--- config.mk ---
export PLATFORM = sky130hd
export DESIGN_NAME = seq_tx_1011
export DESIGN_NICKNAME = d
export VERILOG_FILES = /design/src/rtl/seq_tx_1011.sv
export SDC_FILE = /design/constraint.sdc
export NUM_CORES = 1
export LEC_CHECK = 0
export CAP_MARGIN = 20
export CORE_MARGIN = 2
export CORE_UTILIZATION = 45
export DETAILED_ROUTE_END_ITERATION = 6
export GPL_ROUTABILITY_DRIVEN = 0
export PLACE_DENSITY = 0.67
export SLEW_MARGIN = 20
export SYNTH_ARGS = -nofsm -noshare
export SYNTH_HDL_FRONTEND = slang
export SYNTH_SLANG_ARGS = --single-unit
--- constraint.sdc ---
create_clock -name clk -period 2.2 [get_ports clk]
set_input_delay 0.66 -clock clk [delete_from_list [all_inputs] [get_ports clk]]
set_output_delay 0.66 -clock clk [all_outputs]
set_load 0.01 [all_outputs]
--- src/rtl/seq_tx_1011.sv ---
// Bit-serial frame transmitter: sends preamble 1,0,1,1, then the payload MSB-first,
// then GAP zero bit periods. Frame position advances only on bit_en strobes.
module seq_tx_1011 #(
  parameter int DATA_W = 8,
  parameter int GAP    = 2
) (
  input  logic              clk,
  input  logic              reset,
  input  logic              bit_en,
  input  logic              in_valid,
  input  logic [DATA_W-1:0] in_data,
  output logic              in_ready,
  output logic              out_bit,
  output logic              out_valid,
  output logic              frame_start,
  output logic              frame_done,
  output logic              busy
);

  typedef enum logic [1:0] {
    IDLE = 2'd0,
    PRE  = 2'd1,
    DATA = 2'd2,
    GAPS = 2'd3
  } state_t;

  // Index 0 is the first preamble bit on the line.
  localparam logic [3:0] PREAMBLE  = 4'b1101;
  localparam logic [5:0] LAST_DATA = 6'(DATA_W - 1);
  localparam logic [5:0] LAST_GAP  = 6'((GAP > 0) ? GAP - 1 : 0);

  state_t              state_q, state_d;
  logic [5:0]          idx_q, idx_d;
  logic [DATA_W-1:0]   sh_q, sh_d;
  logic                out_bit_q, out_bit_d;
  logic                out_valid_q, out_valid_d;
  logic                frame_start_q, frame_start_d;
  logic                frame_done_q, frame_done_d;
  logic                busy_q, busy_d;

  always_comb begin
    // NOTE: every _d gets a default first so no path through the case infers a latch.
    state_d       = state_q;
    idx_d         = idx_q;
    sh_d          = sh_q;
    out_bit_d     = out_bit_q;
    out_valid_d   = out_valid_q;
    frame_start_d = frame_start_q;
    frame_done_d  = 1'b0;
    busy_d        = busy_q;

    case (state_q)
      IDLE: begin
        // Acceptance ignores bit_en; the first preamble bit appears next cycle.
        if (in_valid) begin
          state_d       = PRE;
          idx_d         = '0;
          sh_d          = in_data;
          out_bit_d     = PREAMBLE[0];
          out_valid_d   = 1'b1;
          frame_start_d = 1'b1;
          busy_d        = 1'b1;
        end
      end
      PRE: begin
        if (bit_en) begin
          frame_start_d = 1'b0;
          if (idx_q == 6'd3) begin
            state_d   = DATA;
            idx_d     = '0;
            out_bit_d = sh_q[DATA_W-1];
          end else begin
            idx_d     = idx_q + 6'd1;
            out_bit_d = PREAMBLE[idx_q[1:0] + 2'd1];
          end
        end
      end
      DATA: begin
        if (bit_en) begin
          if (idx_q == LAST_DATA) begin
            idx_d        = '0;
            out_bit_d    = 1'b0;
            out_valid_d  = 1'b0;
            frame_done_d = 1'b1;
            if (GAP == 0) begin
              state_d = IDLE;
              busy_d  = 1'b0;
            end else begin
              state_d = GAPS;
            end
          end else begin
            idx_d     = idx_q + 6'd1;
            sh_d      = sh_q << 1;
            out_bit_d = sh_d[DATA_W-1];
          end
        end
      end
      GAPS: begin
        if (bit_en) begin
          if (idx_q == LAST_GAP) begin
            state_d = IDLE;
            idx_d   = '0;
            busy_d  = 1'b0;
          end else begin
            idx_d = idx_q + 6'd1;
          end
        end
      end
      default: state_d = IDLE;
    endcase
  end

  // NOTE: sequential state uses non-blocking assignments so all flops update together.
  always_ff @(posedge clk or posedge reset) begin
    if (reset) begin
      // NOTE: the shift register is plain flops, not a memory, so it is cleared with the rest.
      state_q       <= IDLE;
      idx_q         <= '0;
      sh_q          <= '0;
      out_bit_q     <= 1'b0;
      out_valid_q   <= 1'b0;
      frame_start_q <= 1'b0;
      frame_done_q  <= 1'b0;
      busy_q        <= 1'b0;
    end else begin
      state_q       <= state_d;
      idx_q         <= idx_d;
      sh_q          <= sh_d;
      out_bit_q     <= out_bit_d;
      out_valid_q   <= out_valid_d;
      frame_start_q <= frame_start_d;
      frame_done_q  <= frame_done_d;
      busy_q        <= busy_d;
    end
  end

  assign in_ready    = (state_q == IDLE) && !reset;
  assign out_bit     = out_bit_q;
  assign out_valid   = out_valid_q;
  assign frame_start = frame_start_q;
  assign frame_done  = frame_done_q;
  assign busy        = busy_q;

endmodule

* Yosys cells after proc, flatten, opt, wreduce, memory -nomap -nowiden
Cells that the tools add are included. Widths: inputs -> output; s select.
Word-level totals: register bits 21, bits of input ports 12, output and inout port bits 6, logic and storage cells 78
Cells by class: add/subtract/negate cells 2, magnitude comparators 1, equal/unequal tests 14, multiplexer cells 39, reduce and logical (&&, ||, !) cells 14
Operators by type and width (count):
- $mux 6 | 7
- $mux 8 | 3
- $pmux 6 s4 | 1
- $reduce_and 4->1 | 5
- $ne 2x2->1 const B | 8
- $pmux 8 s2 | 1
- $mux 1 | 14
- $mux 2 | 7
- $pmux 2 s4 | 1
- $reduce_and 7->1 | 1
- $add 6x1->6 const B | 1
- $eq 6x1->1 const B | 1
- $eq 6x2->1 const B | 1
- $eq 6x3->1 const B | 1
- $pmux 1 s2 | 3
- $reduce_bool 2->1 | 3
- $eq 2x2->1 const B | 2
- $lt 2x3->1 const B | 1
- $pmux 1 s3 | 1
- $reduce_and 3->1 | 1
- $reduce_bool 3->1 | 1
- $add 2x1->2 const B | 1
- $bmux 1 s2 | 1
- $eq 2x1->1 const B | 1
- other kinds (3) | 3

* Longest topological paths before layout
Gate-level depths: netlist of the first run.
depth in word-level cells 6, depth in mapped cells 7, gate-level depth less buffers 6

* Worst setup path before layout of the first run
Ideal clock, no wire load.
path kind register to register, start register state_q[0], end register state_q[1], library setup time 0.125 ns, arrival time 1.778 ns, data required time 2.075 ns, setup slack 0.297 ns, stages on the path, launching flop included 8, path buffers 1, period minus slack after synthesis 1.903 ns, path through dfrtp_1 inv_1 ha_1 buf_2 nor3_1 o21ai_1 nand4b_2 mux2_4
On the way: longest elaborated chain between the ends 3, elaborated cells on any way between the ends 13, those cells by class eq/ne: 10; mux: 1; reduce/logical: 2
Ends and longest elaborated chain:
- from (decl) | RTL line 32 | state_t state_q, state_d;
- from (signal assigned) | RTL line 126 | state_q <= state_d;
- $eq 2x2->1 (tied with other cells) | RTL line 52 | case (state_q)
- $ne 2x2->1 (no line)
- $reduce_and 7->1 (no line)
Several ways; a longest one is shown, not always the timed one. A chain may end at the register's enable or synchronous reset.

* Worst setup path in the final report of the first run
start register idx_q[0], end register state_q[1]
On the way: longest elaborated chain between the ends 3, elaborated cells on any way between the ends 7, those cells by class eq/ne: 6; reduce/logical: 1
Ends and longest elaborated chain:
- from (decl) | RTL line 33 | logic [5:0] idx_q, idx_d;
- from (signal assigned) | RTL line 127 | idx_q <= idx_d;
- $eq 6x1->1 (tied with other cells) | RTL line 100 | if (idx_q == LAST_GAP) begin
- $ne 2x2->1 (no line)
- $reduce_and 7->1 (no line) (*)
Mark *: on every way between the ends. The rest lies on a longest branch, timed or not.

==> metrics.cfg, run 1 <==
[sta]
setup_tns_ns=0
final-max-slew-violation-count=0
rsz0062_at_grt=false
clock-skew-final_ns=0.00845
max_clock_freq_mhz=483
tightest_slew_ns=0.425
setup_violations=0
finalCritPeriodShare_pct=94.1
final_hold_violation_count=0
final.hold.worst_slack_ns=0.526
final.min_clock_period_ns=2.07
normalized_max_slew_margin_pct=71.3

[cts]
clock_insertion_delay_worst_skew_ns=0.32
tritoncts=yes
cts.sink_count=21
path_clk_slew_ns=0.14
cts_buffers=3
ctsHoldBuffers=0
cts_htree_levels=1
root_buffer=sky130_fd_sc_hd__clkbuf_4
ctsLongestPathBuffers=2

[grt]
first_global_vias=1191
antenna_found_initial=0
overflow=0
groute.usage.overall_pct=20.2
grt_max_degree=22
grt_first_pass_wirelength_um=5370

[placement]
place_area_um2=1710
detailed_place_hpwl_um=2310
place_inst=193
port_buffers=17

[yosys]
synth_largest_type_area_fraction_pct=38.0
synth_edf_count=0
yosysSeqAreaShare_pct=38.0
yosysWarningCount=0
synth_area_per_cell_um2=10.6
synth.area.top_cells=sky130_fd_sc_hd__dfrtp_1 (38%), sky130_fd_sc_hd__mux2_2 (13%), sky130_fd_sc_hd__ha_1 (8.2%)
post-synth-top-area-cell=sky130_fd_sc_hd__dfrtp_1
postSynthRegisterBits=21
post_synthesis_net_count=151
synth_async_sr_flop_share_pct=100
synth_cell_types=41
dominantRegCellSynth=sky130_fd_sc_hd__dfrtp_1
syn_area_um2=1380
post_synth_inst_count=130

[floorplanning]
die-width_um=59.4
fp.dieH_um=59.4
starting_utilization_of_the_core_area_pct=46.4
dieArea_um2=3530
boundaryPins=18
core_area_um2=2980
placement_rows=20

[setup_path]
crit_path_start_kind=register
critical_path_start_end_classification=register to register
timing.critical_path.from=idx_q[0]$_DFFE_PP0P_
arrival_ns=2.28
worstPathRequired_ns=2.41
critPathMaxFanout=5
startpoint_of_the_worst_slack_reg_to_reg_timing_path=idx_q[0]$_DFFE_PP0P_
setup.worst_path.end_class=register

[route]
dr.pass1.iters=4
route.final.wire_length_um=3070
detailedRoute.firstIterationViolations=47
detail_route.drc_violations=0
routedWlPerCell_um=15.4
drt-vias-per-instance=5.75
vias=1144
drt.antenna.violating_nets=0

[layout]
layout-drive-gt1-share_pct=29.5
final-seq-area_um2=526
layout.cell_area.non_filler_um2=1750
layout_commonest_cell=sky130_fd_sc_hd__dfrtp_1
most-common-layout-cells=sky130_fd_sc_hd__dfrtp_1 (21), sky130_fd_sc_hd__buf_4 (18), sky130_fd_sc_hd__mux2_2 (16), sky130_fd_sc_hd__clkdlybuf4s50_1 (16), sky130_fd_sc_hd__ha_1 (9)
multiInputGateArea_um2=801
fillers=253
flow.area_growth_from_synthesis_pct=26.5
fin_cells=199
layout.nets=188
antenna_cells=0

[pwr]
vdd.ir_drop.worst_v=0.000669
power.share.switching_pct=39.9
power_frac_comb_pct=64.4
clock_power_share_pct=8.9
power.internal_mw=1.38
p_per_area_nw_per_um2=1320
power_frac_seq_pct=26.8
total_switching_power_mw=0.920
total_leakage_power_nw=0.759

[hold_path]
worst_hold_path_type=register to register
min_from=sh_q[2]$_DFFE_PP0P_

[status]
status=finished clean

[run]
maxCapViolations=0

[synthesized netlist by cell type, types with 2 or more instances]
master                      n
sky130_fd_sc_hd__dfrtp_1   21
sky130_fd_sc_hd__mux2_2    16
sky130_fd_sc_hd__ha_1       9
sky130_fd_sc_hd__inv_1      8
sky130_fd_sc_hd__a21oi_1    7
sky130_fd_sc_hd__nand2_1    7
sky130_fd_sc_hd__nor2_1     6
sky130_fd_sc_hd__nor3_1     5
sky130_fd_sc_hd__nand3_1    4
sky130_fd_sc_hd__a211o_1    3
sky130_fd_sc_hd__and2_1     3
sky130_fd_sc_hd__nand2b_1   3
sky130_fd_sc_hd__nor2b_1    3
sky130_fd_sc_hd__o21ai_0    3
sky130_fd_sc_hd__a22o_1     2
sky130_fd_sc_hd__a311oi_1   2
sky130_fd_sc_hd__buf_2      2
sky130_fd_sc_hd__o21ai_2    2
sky130_fd_sc_hd__o21ai_4    2
[cell type report]
cell class	count	share of cell area (%)
well taps	33	2.36
clock buffers	3	1.29
multi-input cells	97	45.8
clock inverters	1	0.429
repair buffers	36	18.3
flip-flops and latches	21	30.1
inverters	8	1.72
[timing repair]
| item | in CTS | in global routing |
|---|---|---|
| pin swaps | 0 | 0 |
| endpoints found under the setup margin | 1 | 1 |
| buffers inserted | 2 | 0 |
| hold endpoints to repair | 0 | 0 |
| gates resized for setup | 1 | 2 |
| cloned | 0 | 0 |
[sequential cells by signal (all words and copies together) (netlist names)]
signal	flops
out_bit	1
idx_q	6
state_q	2
busy	1
out_valid	1
sh_q	8
frame_start	1
frame_done	1
[final timing paths]
kind | endpoint | slack, ns | depth (start not counted)
min in group asynchronous | sh_q[0]$_DFFE_PP0P_ | 0.69 | 3
setup reg to reg | state_q[1]$_DFFE_PP0P_ | 0.13 | 6
hold / removal | sh_q[2]$_DFFE_PP0P_ | 0.53 | 1
hold reg to reg | sh_q[2]$_DFFE_PP0P_ | 0.53 | 1
max in group asynchronous | idx_q[4]$_DFFE_PP0P_ | 1.27 | 3
setup / recovery | state_q[1]$_DFFE_PP0P_ | 0.13 | 6
[layer usage]
metal  part of all wire [%]  up-vias  global-route usage, %
li1                       -      546                      -
met1                     43      570                   24.7
met2                     52       22                   33.9
met3                    3.2        6                   2.62
met4                    2.1        0                   11.0
met5                      0        -                      0
[critical path, cell delays in order (launching register included)]
cell and delay (ns):
sky130_fd_sc_hd__dfrtp_1 0.44, sky130_fd_sc_hd__ha_1 0.26, sky130_fd_sc_hd__or3b_1 0.40, sky130_fd_sc_hd__o21ai_2 0.27
sky130_fd_sc_hd__buf_4 0.16, sky130_fd_sc_hd__nand4b_2 0.13, sky130_fd_sc_hd__mux2_4 0.31
[logic make-up (layout without fill, tap and decap cells)]
kind of cell | count (synthesis) | in the layout | synth area share (%)
AND/OR/NAND/NOR | 37 | 37 | 14.9
AO/OA/AOI/OAI | 33 | 33 | 20.0
flip-flops | 21 | 21 | 38.0
multiplexers | 18 | 18 | 14.9
buffers and inverters | 12 | 48 | 3.99
adder cells (fa/ha/maj) | 9 | 9 | 8.15
[through the flow]
stage                     util, %  worst slack [ns]  power, mW
after detailed placement     57.4            -0.213       2.09
after global placement       57.4            -0.183       2.04
after floorplan                 -             0.297       1.57
after global routing         58.7            0.0259       2.49
after CTS                    58.8            0.0578       2.32
final                        58.7             0.129       2.30
[power by group through the flow]
stage	combinational [mW]	sequential [mW]	clock, mW
2_1_floorplan	0.949	0.621	0
3_3_place_gp	1.41	0.629	0
6_report	1.48	0.616	0.204
4_1_cts	1.49	0.616	0.209
3_5_place_dp	1.44	0.642	0
5_1_grt	1.62	0.636	0.228
Power figures use the tool's default switching activity.
==> run 2: changes to the inputs <==
--- a/config.mk
+++ b/config.mk
@@ -6,7 +6,6 @@
 export NUM_CORES = 1
 export LEC_CHECK = 0
 export CAP_MARGIN = 20
-export CORE_MARGIN = 2
 export CORE_UTILIZATION = 45
 export DETAILED_ROUTE_END_ITERATION = 6
 export GPL_ROUTABILITY_DRIVEN = 0
==> run 2 against run 1 <==
  * Global-route usage is 0.076 points higher
  * Sequential share of layout area is 0.41 points higher
  * Critical endpoint is now in_ready
  * The run now ends with design-rule violations left
  * Core utilization is 2.2 points higher
  * Highest routed layer unchanged
==> metrics.cfg, run 2 (synthesis gave the netlist of run 1 again) <==
[status]
status=finished, violations left
failed_checks=design-rule violations

[pwr]
clock_power_share_pct=8.8  ; about the same
total_switching_power_mw=0.894  ; -2.8%
p_per_area_nw_per_um2=1300  ; -1.4%
vdd.ir_drop.worst_v=0.000611  ; -8.6%
total_leakage_power_nw=0.750  ; -1.2%
power_frac_seq_pct=27.7  ; +0.9 points
power.internal_mw=1.35  ; -2.7%
p_total_mw=2.24  ; -2.7%
power_frac_comb_pct=63.5  ; -0.9 points
power.share.switching_pct=39.9  ; about the same

[layout]
layout.cell_area.non_filler_um2=1720  ; -1.4%
fillers=242  ; -4.3%
layout-drive-gt1-share_pct=28.2  ; -1.3 points
most-common-layout-cells=sky130_fd_sc_hd__dfrtp_1 (21), sky130_fd_sc_hd__mux2_2 (16), sky130_fd_sc_hd__clkdlybuf4s50_1 (16)
flow.area_growth_from_synthesis_pct=24.8
antenna_cells=0  ; unchanged
layout_commonest_cell=sky130_fd_sc_hd__dfrtp_1
top_registers=sh_q (8), idx_q (6), state_q (2)
largest_register_ffs=8  ; unchanged
layout.nets=185  ; -1.6%
regMostFlops=sh_q

[grt]
antenna_found_initial=0  ; unchanged
overflow=0  ; unchanged
groute.usage.overall_pct=20.2  ; +0.076 points
grt_first_pass_wirelength_um=5140  ; -4.2%
grt_max_degree=22  ; unchanged
first_global_vias=1122  ; -5.8%

[setup_path]
cp_slowest_stage_delay_ns=0.47  ; +0.03 ns
critical_path_start_end_classification=primary input to output pin
timing.critical_path.from=reset
path_buf_inv=2  ; +1
crit_path_start_kind=primary input
r2r_end=sh_q[2]$_DFFE_PP0P_
r2r_cells=7  ; +1
worst_path_slowest_cell=sky130_fd_sc_hd__clkdlybuf4s50_1
rrSetupSlack_ns=0.12  ; about the same
worstPathRequired_ns=1.54  ; -0.87 ns
timing.critical_path.cells=clkdlybuf4s50_1 > nor2b_1 > dlygate4sd2_1
crit_family=buffers and inverters
startpoint_of_the_worst_slack_reg_to_reg_timing_path=idx_q[1]$_DFFE_PP0P_
setup.worst_path.end_class=output pin
critPathMaxFanout=2  ; -3
arrival_ns=1.45  ; -0.83 ns

[cts]
tritoncts=yes
cts_buffers=3  ; unchanged
path_clk_slew_ns=0.12  ; -0.02 ns
cts.sink_count=21  ; unchanged
cts_htree_levels=1  ; unchanged
root_buffer=sky130_fd_sc_hd__clkbuf_4
ctsLongestPathBuffers=2  ; unchanged
clock_insertion_delay_worst_skew_ns=0.32  ; about the same
ctsHoldBuffers=0  ; unchanged

[run]
maxCapViolations=0  ; unchanged

[floorplanning]
fp.dieH_um=57.4  ; -3.4%
die-width_um=57.4  ; -3.4%
core_area_um2=2830  ; -5.0%
placement_rows=19  ; -5.0%
dieArea_um2=3300  ; -6.6%
boundaryPins=18  ; unchanged
starting_utilization_of_the_core_area_pct=48.8  ; +2.4 points

[route]
routedWlPerCell_um=14.8  ; -3.7%
drt.antenna.violating_nets=0  ; unchanged
dr.pass1.iters=6  ; +2
detailedRoute.firstIterationViolations=41  ; -13%
route.final.wire_length_um=2880  ; -6.1%
detail_route.drc_violations=2  ; +2
vias=1098  ; -4.0%
drt-vias-per-instance=5.66  ; -1.5%

[hold_path]
hold_path_end=sh_q[4]$_DFFE_PP0P_
hold_depth=1  ; unchanged
worst_hold_path_type=register to register
min_from=sh_q[4]$_DFFE_PP0P_

[sta]
tightest_slew_ns=0.420  ; -0.00512 ns
final.hold.worst_slack_ns=0.518  ; -0.00790 ns
final_hold_violation_count=0  ; unchanged
normalized_max_slew_margin_pct=71.8  ; +0.51 points
final-max-slew-violation-count=0  ; unchanged
setup_tns_ns=0  ; unchanged
rsz0062_at_grt=false
clock-skew-final_ns=0.00342  ; -0.00503 ns
setup_violations=0  ; unchanged
max_clock_freq_mhz=474  ; -1.9%
final.min_clock_period_ns=2.11  ; +0.0400 ns
finalCritPeriodShare_pct=95.9  ; +1.8 points

[placement]
port_buffers=17  ; unchanged
detailed_place_hpwl_um=2170  ; -6.2%
place_area_um2=1680  ; -1.5%

run 2: cell type report:
type                            count  area (um2)  area share (%)
Clock buffer                        3        22.5            1.31
Multi-Input combinational cell     97         801            46.4
Clock inverter                      1        5.00           0.290
Inverter                            8        30.0            1.74
Tap cell                           31        38.8            2.25
Timing Repair Buffer               33         302            17.5
Sequential cell                    21         526            30.5
run 2: through the flow:
| stage | instances | worst slack, ns | utilization, % |
|---|---|---|---|
| 5_1_grt | 194 | 0.0148 | 60.9 |
| 4_1_cts | 194 | 0.0864 | 60.9 |
| 3_5_place_dp | 188 | -0.178 | 59.5 |
| 6_report | 194 | 0.0894 | 60.9 |
| 2_1_floorplan | 130 | 0.297 | - |
| 3_3_place_gp | 188 | -0.183 | 59.5 |
run 2: how the worst max path moves through the flow:
stage               cells past startpoint                     end
detailed placement                      3                in_ready
CTS                                     3                in_ready
finish                                  3                in_ready
global route                            7     sh_q[7]$_DFFE_PP0P_
floorplan                               7  state_q[1]$_DFFE_PP0P_
global placement                        3                in_ready
run 2: power groups by stage:
stage	Clock, mW	Sequential (mW)	Combinational [mW]
6_report	0.196	0.622	1.42
3_3_place_gp	0	0.637	1.35
2_1_floorplan	0	0.621	0.949
5_1_grt	0.224	0.644	1.56
3_5_place_dp	0	0.646	1.39
4_1_cts	0.210	0.623	1.44
run 2: layer usage:
| metal | up-vias | track usage, % | wire (um) |
|---|---|---|---|
| met5 | - | 0 | 0 |
| met4 | 0 | 5.23 | 27 |
| met3 | 4 | 4.99 | 98 |
| met2 | 15 | 33.9 | 1370 |
| met1 | 542 | 26.1 | 1380 |
| li1 | 537 | - | - |
run 2: timing repair:
item                                    CTS  global route
resized for setup                         2             0
endpoints found under the hold margin     0             0
endpoints found under the setup margin    1             0
buffers inserted                          2             0
==> run 3: changes to the inputs <==
--- a/config.mk
+++ b/config.mk
@@ -5,7 +5,6 @@
 export SDC_FILE = /design/constraint.sdc
 export NUM_CORES = 1
 export LEC_CHECK = 0
-export CAP_MARGIN = 20
 export CORE_UTILIZATION = 45
 export DETAILED_ROUTE_END_ITERATION = 6
 export GPL_ROUTABILITY_DRIVEN = 0
==> constraint.sdc (replaced) <==
create_clock -name clk -period 2.5 [get_ports clk]
set_input_delay 0.75 -clock clk [delete_from_list [all_inputs] [get_ports clk]]
set_output_delay 0.75 -clock clk [all_outputs]
set_load 0.01 [all_outputs]
==> run 3 against run 2 <==
  * Clock power fell by 11%
  * Critical path type unchanged
  * Sequential share of layout area rose by 0.98 points
  * Critical path depth did not move
  * The flow still finishes with violations (design-rule violations)
  * Core utilization decreased by 1.9 points
  * Critical endpoint unchanged
==> metrics.cfg, run 3 (synthesis gave the netlist of run 1 again) <==
[grt]
grt_max_degree=22  ; unchanged
antenna_found_initial=0  ; unchanged
first_global_vias=1066  ; -5.0%
grt_first_pass_wirelength_um=4940  ; -3.9%
overflow=0  ; unchanged
groute.usage.overall_pct=19.5  ; -0.73 points

[floorplanning]
placement_rows=19  ; unchanged
core_area_um2=2830  ; unchanged
die-width_um=57.4  ; unchanged
dieArea_um2=3300  ; unchanged
boundaryPins=18  ; unchanged
starting_utilization_of_the_core_area_pct=48.8  ; unchanged
fp.dieH_um=57.4  ; unchanged

[layout]
most-common-layout-cells=sky130_fd_sc_hd__dfrtp_1 (21), sky130_fd_sc_hd__mux2_2 (16), sky130_fd_sc_hd__clkdlybuf4s50_1 (16)
largest_register_ffs=8  ; unchanged
layout.nets=178  ; -3.8%
layout_commonest_cell=sky130_fd_sc_hd__dfrtp_1
layout-drive-gt1-share_pct=23.7  ; -4.5 points
top_registers=sh_q (8), idx_q (6), state_q (2)
layout.cell_area.non_filler_um2=1670  ; -3.1%
antenna_cells=0  ; unchanged
flow.area_growth_from_synthesis_pct=20.9
fin_cells=187  ; -3.6%
regMostFlops=sh_q

[sta]
rsz0062_at_grt=false
final.min_clock_period_ns=2.32
setup_violations=0  ; unchanged
clock-skew-final_ns=0.00516  ; +0.00174 ns
finalCritPeriodShare_pct=93.0
final.hold.worst_slack_ns=0.520  ; +0.00172 ns
max_clock_freq_mhz=430
normalized_max_slew_margin_pct=72.6  ; +0.75 points
final-max-slew-violation-count=0  ; unchanged
final_hold_violation_count=0  ; unchanged
tightest_slew_ns=0.412  ; -0.00844 ns

[run]
maxCapViolations=0  ; unchanged

[hold_path]
worst_hold_path_type=register to register
hold_path_end=sh_q[5]$_DFFE_PP0P_
min_from=sh_q[5]$_DFFE_PP0P_
hold_depth=1  ; unchanged

[cts]
cts.sink_count=21  ; unchanged
cts_htree_levels=1  ; unchanged
path_clk_slew_ns=0.12  ; about the same
clock_insertion_delay_worst_skew_ns=0.31  ; about the same
post-cts-setup-buffers=0  ; -2
root_buffer=sky130_fd_sc_hd__clkbuf_4
tritoncts=yes
cts_buffers=3  ; unchanged
ctsLongestPathBuffers=2  ; unchanged

[setup_path]
r2r_end=state_q[1]$_DFFE_PP0P_
startpoint_of_the_worst_slack_reg_to_reg_timing_path=state_q[0]$_DFFE_PP0P_
setup.worst_path.end_class=output pin
worstPathRequired_ns=1.75  ; +0.21 ns
arrival_ns=1.57  ; +0.12 ns
critical_path_start_end_classification=primary input to output pin
crit_path_start_kind=primary input
rrSetupSlack_ns=0.40  ; +0.28 ns
critPathMaxFanout=2  ; unchanged
r2r_cells=6  ; -1

[pwr]
vdd.ir_drop.worst_v=0.000570  ; -6.8%
total_leakage_power_nw=0.714  ; -4.7%
p_per_area_nw_per_um2=1130  ; -13%

[placement]
detailed_place_hpwl_um=2180  ; +0.39%
place_inst=183  ; -2.7%
port_buffers=17  ; unchanged
place_area_um2=1650  ; -2.2%

[route]
drt.antenna.violating_nets=0  ; unchanged
detail_route.drc_violations=2  ; unchanged
vias=1080  ; -1.6%
detailedRoute.firstIterationViolations=48  ; +17%
routedWlPerCell_um=15.2  ; +2.6%
drt-vias-per-instance=5.78  ; +2.0%
route.final.wire_length_um=2850  ; -1.1%
dr.pass1.iters=6  ; unchanged

[status]
failed_checks=design-rule violations
status=finished, violations left

-- run 3: cell types whose count changed in the layout (fill, tap and decap cells not counted) --
cell	change
sky130_fd_sc_hd__buf_4	-7
sky130_fd_sc_hd__clkbuf_1	+1
sky130_fd_sc_hd__clkinv_2	-1
sky130_fd_sc_hd__inv_1	+1
sky130_fd_sc_hd__inv_2	-1
-- run 3: how the worst max path moves through the flow --
stage                      startpoint                endpoint  slack [ns]  depth (start not counted)
2_1_floorplan  state_q[0]$_DFFE_PP0P_  state_q[1]$_DFFE_PP0P_        0.60                          7
3_3_place_gp                    reset                in_ready       -0.06                          3
3_5_place_dp                    reset                in_ready       -0.10                          3
4_1_cts                         reset                in_ready        0.17                          3
5_1_grt                         reset                in_ready        0.15                          3
6_report                        reset                in_ready        0.18                          3
-- run 3: metrics by stage --
stage	worst slack, ns	setup TNS, ns	utilization, %	power [mW]
finish	0.176	0	59.0	1.90
global placement	-0.0617	-0.0617	58.2	1.70
global route	0.149	0	59.0	2.03
CTS	0.168	0	59.0	1.91
detailed placement	-0.103	-0.103	58.2	1.74
floorplan	0.597	0	-	1.38
-- run 3: worst max-delay path: stages --
cell and delay (ns):
sky130_fd_sc_hd__clkdlybuf4s50_1 0.43, sky130_fd_sc_hd__nor2b_1 0.12, sky130_fd_sc_hd__dlygate4sd2_1 0.28
-- run 3: routing by layer --
layer	wire [um]	track usage, %
met5	0	0
met1	1350	25.5
met2	1380	33.1
met3	101	2.27
met4	16	7.32
-- run 3: power by group --
group          internal (mW)  leakage [nW]  switching (mW)
registers              0.466         0.255           0.101
clock network         0.0623        0.0150           0.111
logic                  0.602         0.444           0.552
total                   1.13         0.714           0.764
-- run 3: layout make-up --
cell class | count | area (um2)
tap | 31 | 38.8
multi-input combinational | 97 | 801
timing repair buffer | 26 | 249
sequential | 21 | 526
fill | 251 | 1160
inverter | 8 | 30.0
clock buffer | 4 | 26.3
-- run 3: timing repair --
item	4_1_cts	5_1_grt
hold buffers	0	0
setup endpoints to repair	1	0
gates resized for setup	1	0
